**src/rtl/mem_arb_pkg.sv**
```systemverilog
// Shared types and constants for the fetch/data memory port arbiter.
// Owner encodings, default starvation limit and statistics counter width.
package mem_arb_pkg;

    typedef enum logic [1:0] {
        OWN_NONE  = 2'd0,
        OWN_FETCH = 2'd1,
        OWN_DATA  = 2'd2
    } owner_t;

    localparam int DEF_MAX_WAIT = 3;
    localparam int STAT_W       = 32;

    // Stores return nothing, so only fetch grants and load grants claim the return path.
    function automatic owner_t owner_next(input logic f_gnt, input logic d_gnt, input logic d_we);
        owner_t v_own;
        if (f_gnt) begin
            v_own = OWN_FETCH;
        end else if (d_gnt && !d_we) begin
            v_own = OWN_DATA;
        end else begin
            v_own = OWN_NONE;
        end
        return v_own;
    endfunction

endpackage

```
**src/rtl/arb_starve_ctr.sv**
```systemverilog
// Saturating count of consecutive cycles the fetch port has been denied.
// o_sat flags that the count has reached MAX_WAIT.
module arb_starve_ctr
    import mem_arb_pkg::*;
#(
    parameter int CNT_W    = 4,
    parameter int MAX_WAIT = DEF_MAX_WAIT
) (
    input  logic clk,
    input  logic reset,
    input  logic i_inc,
    input  logic i_clr,
    output logic o_sat
);

    logic [CNT_W-1:0] r_cnt;
    logic             w_sat;

    assign w_sat = (r_cnt == CNT_W'(MAX_WAIT));
    assign o_sat = w_sat;

    // Counter register: clear wins over increment, increment stops at the limit.
    always_ff @(posedge clk or posedge reset) begin
        if (reset) begin
            r_cnt <= {CNT_W{1'b0}};
        end else if (i_clr) begin
            r_cnt <= {CNT_W{1'b0}};
        end else if (i_inc && !w_sat) begin
            r_cnt <= r_cnt + CNT_W'(1);
        end else begin
            r_cnt <= r_cnt;
        end
    end

endmodule

```
**src/rtl/mem_port_arbiter.sv**
```systemverilog
// Arbitrates one single-port RAM between instruction fetch and data load/store.
// Optional MEM_ARB_STATS_EN adds conflict/starvation/busy counters as extra outputs.
module mem_port_arbiter
    import mem_arb_pkg::*;
#(
    parameter int ADDR_W   = 23,
    parameter int MAX_WAIT = DEF_MAX_WAIT,
    parameter int CNT_W    = 4
) (
    input  logic              clk,
    input  logic              reset,
    input  logic              f_req,
    input  logic [ADDR_W-1:0] f_addr,
    output logic              f_gnt,
    output logic              f_rvalid,
    output logic [31:0]       f_rdata,
    input  logic              d_req,
    input  logic              d_we,
    input  logic [ADDR_W-1:0] d_addr,
    input  logic [3:0]        d_wmask,
    input  logic [31:0]       d_wdata,
    output logic              d_gnt,
    output logic              d_rvalid,
    output logic [31:0]       d_rdata,
    output logic              f_stall,
    output logic              d_stall,
    output logic              mem_en,
    output logic [ADDR_W-1:0] mem_addr,
    output logic [3:0]        mem_wmask,
    output logic [31:0]       mem_wdata,
    input  logic [31:0]       mem_rdata
`ifdef MEM_ARB_STATS_EN
    ,
    output logic [STAT_W-1:0] stat_conflict,
    output logic [STAT_W-1:0] stat_starve_win,
    output logic [STAT_W-1:0] stat_busy
`endif
);

    owner_t      r_owner;
    owner_t      w_owner_nxt;
    logic        w_f_gnt;
    logic        w_d_gnt;
    logic        w_sat;
    logic        w_starve_inc;
    logic        w_starve_clr;
    logic [31:0] r_f_rdata;
    logic [31:0] r_d_rdata;

    arb_starve_ctr #(
        .CNT_W    (CNT_W),
        .MAX_WAIT (MAX_WAIT)
    ) u_starve (
        .clk   (clk),
        .reset (reset),
        .i_inc (w_starve_inc),
        .i_clr (w_starve_clr),
        .o_sat (w_sat)
    );

    // Grant selection and next owner: data has priority until fetch has waited MAX_WAIT cycles.
    always_comb begin
        w_f_gnt     = 1'b0;
        w_d_gnt     = 1'b0;
        if (reset) begin
            w_f_gnt = 1'b0;
            w_d_gnt = 1'b0;
        end else if (f_req && d_req) begin
            if (w_sat) begin
                w_f_gnt = 1'b1;
            end else begin
                w_d_gnt = 1'b1;
            end
        end else if (d_req) begin
            w_d_gnt = 1'b1;
        end else if (f_req) begin
            w_f_gnt = 1'b1;
        end else begin
            w_f_gnt = 1'b0;
            w_d_gnt = 1'b0;
        end
        w_owner_nxt = owner_next(w_f_gnt, w_d_gnt, d_we);
    end

    assign w_starve_inc = f_req & w_d_gnt;
    assign w_starve_clr = w_f_gnt | ~f_req;

    // Owner state register; async reset drops any read still in flight.
    always_ff @(posedge clk or posedge reset) begin
        if (reset) begin
            r_owner <= OWN_NONE;
        end else begin
            r_owner <= w_owner_nxt;
        end
    end

    // Read-data holding registers capture the RAM word in the owner's return cycle.
    always_ff @(posedge clk or posedge reset) begin
        if (reset) begin
            r_f_rdata <= 32'd0;
            r_d_rdata <= 32'd0;
        end else begin
            if (r_owner == OWN_FETCH) begin
                r_f_rdata <= mem_rdata;
            end else begin
                r_f_rdata <= r_f_rdata;
            end
            if (r_owner == OWN_DATA) begin
                r_d_rdata <= mem_rdata;
            end else begin
                r_d_rdata <= r_d_rdata;
            end
        end
    end

    // Output drive: RAM request from the granted port, return data bypassed in its valid cycle.
    always_comb begin
        f_gnt     = w_f_gnt;
        d_gnt     = w_d_gnt;
        f_stall   = f_req & ~w_f_gnt;
        d_stall   = d_req & ~w_d_gnt;
        mem_en    = w_f_gnt | w_d_gnt;
        mem_wdata = d_wdata;
        if (w_d_gnt) begin
            mem_addr = d_addr;
        end else begin
            mem_addr = f_addr;
        end
        if (w_d_gnt && d_we) begin
            mem_wmask = d_wmask;
        end else begin
            mem_wmask = 4'b0000;
        end
        f_rvalid = (r_owner == OWN_FETCH);
        d_rvalid = (r_owner == OWN_DATA);
        if (r_owner == OWN_FETCH) begin
            f_rdata = mem_rdata;
        end else begin
            f_rdata = r_f_rdata;
        end
        if (r_owner == OWN_DATA) begin
            d_rdata = mem_rdata;
        end else begin
            d_rdata = r_d_rdata;
        end
    end

`ifdef MEM_ARB_STATS_EN
    logic [STAT_W-1:0] r_conflict_cnt;
    logic [STAT_W-1:0] r_starve_win_cnt;
    logic [STAT_W-1:0] r_busy_cnt;

    // Free-running wrap-around activity counters.
    always_ff @(posedge clk or posedge reset) begin
        if (reset) begin
            r_conflict_cnt   <= {STAT_W{1'b0}};
            r_starve_win_cnt <= {STAT_W{1'b0}};
            r_busy_cnt       <= {STAT_W{1'b0}};
        end else begin
            if (f_req && d_req) begin
                r_conflict_cnt <= r_conflict_cnt + STAT_W'(1);
            end else begin
                r_conflict_cnt <= r_conflict_cnt;
            end
            if (w_f_gnt && d_req && w_sat) begin
                r_starve_win_cnt <= r_starve_win_cnt + STAT_W'(1);
            end else begin
                r_starve_win_cnt <= r_starve_win_cnt;
            end
            if (w_f_gnt || w_d_gnt) begin
                r_busy_cnt <= r_busy_cnt + STAT_W'(1);
            end else begin
                r_busy_cnt <= r_busy_cnt;
            end
        end
    end

    assign stat_conflict   = r_conflict_cnt;
    assign stat_starve_win = r_starve_win_cnt;
    assign stat_busy       = r_busy_cnt;
`endif

endmodule

```
**config.mk**
```make
export PLATFORM = sky130hd
export DESIGN_NAME = mem_port_arbiter
export DESIGN_NICKNAME = d
export VERILOG_FILES = /design/src/rtl/mem_arb_pkg.sv /design/src/rtl/arb_starve_ctr.sv /design/src/rtl/mem_port_arbiter.sv
export SDC_FILE = /design/constraint.sdc
export NUM_CORES = 1
export LEC_CHECK = 0
export ABC_CLOCK_PERIOD_IN_PS = 3550
export BUFFER_PORTS_ARGS = -buffer_cell sky130_fd_sc_hd__buf_4
export CAP_MARGIN = 20
export CELL_PAD_IN_SITES_DETAIL_PLACEMENT = 1
export CELL_PAD_IN_SITES_GLOBAL_PLACEMENT = 2
export CORE_MARGIN = 2
export CORE_UTILIZATION = 23
export DETAILED_ROUTE_END_ITERATION = 16
export GPL_TIMING_DRIVEN = 0
export PLACE_DENSITY_LB_ADDON = 0.1
export SETUP_SLACK_MARGIN = 0.05
export SYNTH_ARGS = -nofsm -noshare
export SYNTH_HDL_FRONTEND = slang
export SYNTH_SLANG_ARGS = --single-unit
```
**constraint.sdc**
```tcl
create_clock -name clk -period 3.55 [get_ports clk]
set_input_delay 0.1775 -clock clk [delete_from_list [all_inputs] [get_ports clk]]
set_output_delay 0.1775 -clock clk [all_outputs]
set_load 0.02 [all_outputs]
```
==> flow_metrics.tcl <==
set metrics [dict create \
    die_w_um 125 \
    syn2layout_area_growth_pct 64.7 \
    hold_start "d_we" \
    final_common_cell "buf_4" \
    ys_warn_count 0 \
    syn_avg_cell_area_um2 14.0 \
    grtUsageTotal_pct 13.6 \
    place_area_mm2 0.00522 \
    grt_pass1_wl_um 16200 \
    max_freq_mhz 387 \
    remaining_drc_errors 0 \
    status "finished clean" \
    clkTransAtPathRegs_ns 0.06 \
    grt_pass1_vias 2981 \
    clock_sinks 70 \
    multi_input_area_mm2 0.00127 \
    vdd_ir_drop_max_mv 0.198 \
    synth-seq-cells 70 \
    synth_nets 359 \
    cp_data_required_time_ns 3.37 \
    pin_count 249 \
    hold_buffers 1 \
    crit_path_start "reset" \
    end_kind "output port" \
    clock_skew_ns 0.00431 \
    rows 44 \
    antenna_found_initial 0 \
    power_frac_comb_pct 34.3 \
    min_period_ns 2.59 \
    cts_buffers 9 \
    ant_nets 0 \
    swShare_pct 30.7 \
    worstMarginPinSlew_ns 0.639 \
    criticalPathCategory "in2out" \
    ys_types 23 \
    synth_area_mm2 0.00335 \
    power_w 0.00286 \
    worst-path-max-fanout 60 \
    setup_viol 0 \
    worstPathArrival_ns 2.41 \
    hold_violations 0 \
    power_density_mw_per_mm2 517 \
    post_drt_wl_per_cell_um 16.0 \
    synth_seq_area_share_pct 52.2 \
    post-route-cell-area_mm2 0.00552 \
    via_count 2693 \
    p_leak_nw 2.75 \
    initial_utilization_pct 23.3 \
    gp_congestion 0.767 \
    cap_violations 0 \
    clockRootBuffer "clkbuf_16" \
    fin_nets 586 \
    wl_um 10500 \
    mostFrequentLayoutCells "buf_4 (246), dfrtp_1 (70), mux2_2 (64)" \
    cts_tree "yes" \
    postSynthCellCount 239 \
    crit_path_cell_trace "dlygate4sd3_1, clkbuf_1, inv_4, buf_16, o211a_4, buf_6, mux2_4, buf_4" \
    slew_headroom_pct 57.4 \
    portBuffers 214 \
    pwr-share-seq_pct 34.5 \
    clock_latency_ns 0.33 \
    n_antenna_cell 0 \
    slew_violations 0 \
    die-area_mm2 0.0156 \
    post_cts_buffers 0 \
    grt.overflow.total 0 \
    fin_crit_sh_pct 72.8 \
    dr.pass1.iters 6 \
    r2r_start "r_owner[1]" \
    vias_per_cell 4.11 \
    internal_power_w 0.00198 \
    rsz0062_at_grt "no" \
    slowest_delay_ns 0.53 \
    drive_gt1_share_pct 76.0 \
    dr.first_iter.drc_count 57 \
    max-clock-path-buffers 2 \
    dieHeight_um 125 \
    p_switching_w 0.000876 \
    grt_max_degree 61 \
    hpwl_um 8330 \
    core_area_mm2 0.0144 \
    ctsHtreeMaxLevel 3 \
    fillerInstances 1565 \
    ff_latch_area_mm2 0.00175 \
    holdCritPathClass "in2reg" \
    final_util_pct 38.4 \
    cp_slowest_cell "dlygate4sd3_1" \
    p_clk_share_pct 31.1 \
    worstSetupStartpointType "input port" \
    cts_resized 0 \
]
power by group through the flow:
stage / clock (W) / sequential, W / combinational, W
2_1_floorplan: 0 / 0.000985 / 0.000558
3_3_place_gp: 0 / 0.000992 / 0.000979
5_1_grt: 0.000949 / 0.00100 / 0.00105
6_report: 0.000889 / 0.000986 / 0.000980
4_1_cts: 0.000925 / 0.000987 / 0.00100
3_5_place_dp: 0 / 0.00100 / 0.000997
worst max-delay path, delay by kind of cell:
kind	cells	cell delay, ns
AOI/OAI and AO/OA	1	0.24
buffers and inverters	6	1.67
muxes	1	0.31
state kept, by name, indices dropped and copies added, names as in the netlist:
register        cells
r_d_rdata          32
r_f_rdata          32
r_owner             2
u_starve.r_cnt      4
area by class of cell:
| cell class | instances | area share, % |
|---|---|---|
| sequential | 70 | 31.7 |
| timing repair buffer | 216 | 29.8 |
| multi-input combinational | 120 | 23.0 |
| buffer | 45 | 5.73 |
| clock buffer | 11 | 4.21 |
| tap | 184 | 4.17 |
| clock inverter | 5 | 1.07 |
| inverter | 4 | 0.317 |
Yosys cell counts:
| cell type | n | area [um^2] |
|---|---|---|
| a21oi_1 | 4 | 20.0 |
| and2_1 | 1 | 6.26 |
| and3_1 | 4 | 25.0 |
| buf_2 | 4 | 20.0 |
| buf_4 | 32 | 240 |
| buf_6 | 3 | 33.8 |
| clkbuf_1 | 6 | 22.5 |
| dfrtp_1 | 70 | 1750 |
| ha_1 | 1 | 12.5 |
| inv_1 | 4 | 15.0 |
| mux2_2 | 64 | 721 |
| mux2_4 | 23 | 345 |
| nand2_1 | 3 | 11.3 |
| nand2b_1 | 1 | 6.26 |
| nand3_1 | 5 | 25.0 |
| nand4_1 | 2 | 12.5 |
| nor2_1 | 4 | 15.0 |
| nor2b_1 | 3 | 18.8 |
| nor4bb_1 | 1 | 10.0 |
| o211a_4 | 1 | 17.5 |
| o21ai_0 | 1 | 5.00 |
| or3b_4 | 1 | 11.3 |
| or4_1 | 1 | 7.51 |
metal layers:
layer	global-route usage (%)	share of wire [%]	wire length, um	vias up
met1	15.5	39	4080	1321
met5	0	0	0	-
met4	4.56	1.3	137	0
li1	-	-	-	1246
met2	24.1	53	5570	113
met3	4.08	6.4	668	13
through the flow:
step	cells	setup TNS, ns	hold WS (ns)	setup slack (ns)
4_1_cts	655	0	0.0157	0.867
5_1_grt	655	0	0.0332	0.750
3_3_place_gp	637	-9.57	0.380	-0.389
3_5_place_dp	638	0	0.332	1.39
6_report	655	0	0.0283	0.964
2_1_floorplan	239	0	0.243	0.590
worst paths after layout:
check / slack (ns) / to / cells past startpoint
worst max-delay path: 0.96 / mem_addr[22] / 8
worst min-delay path: 0.03 / r_owner[1] / 2
worst max register to register: 1.67 / r_d_rdata[15] / 4
worst min register to register: 0.50 / r_f_rdata[22] / 1
max in group asynchronous: 2.48 / r_f_rdata[0] / 4
min in group asynchronous: 0.51 / r_f_rdata[1] / 3
logic make-up after synthesis:
kind of cell    after synthesis  synth area share, %
mux                          87                 31.8
flops                        70                 52.2
buf+inv                      49                 9.89
simple gates                 26                 4.44
compound gates                6                 1.27
fa+ha+maj                     1                0.373
Power figures use the tool's default switching activity.
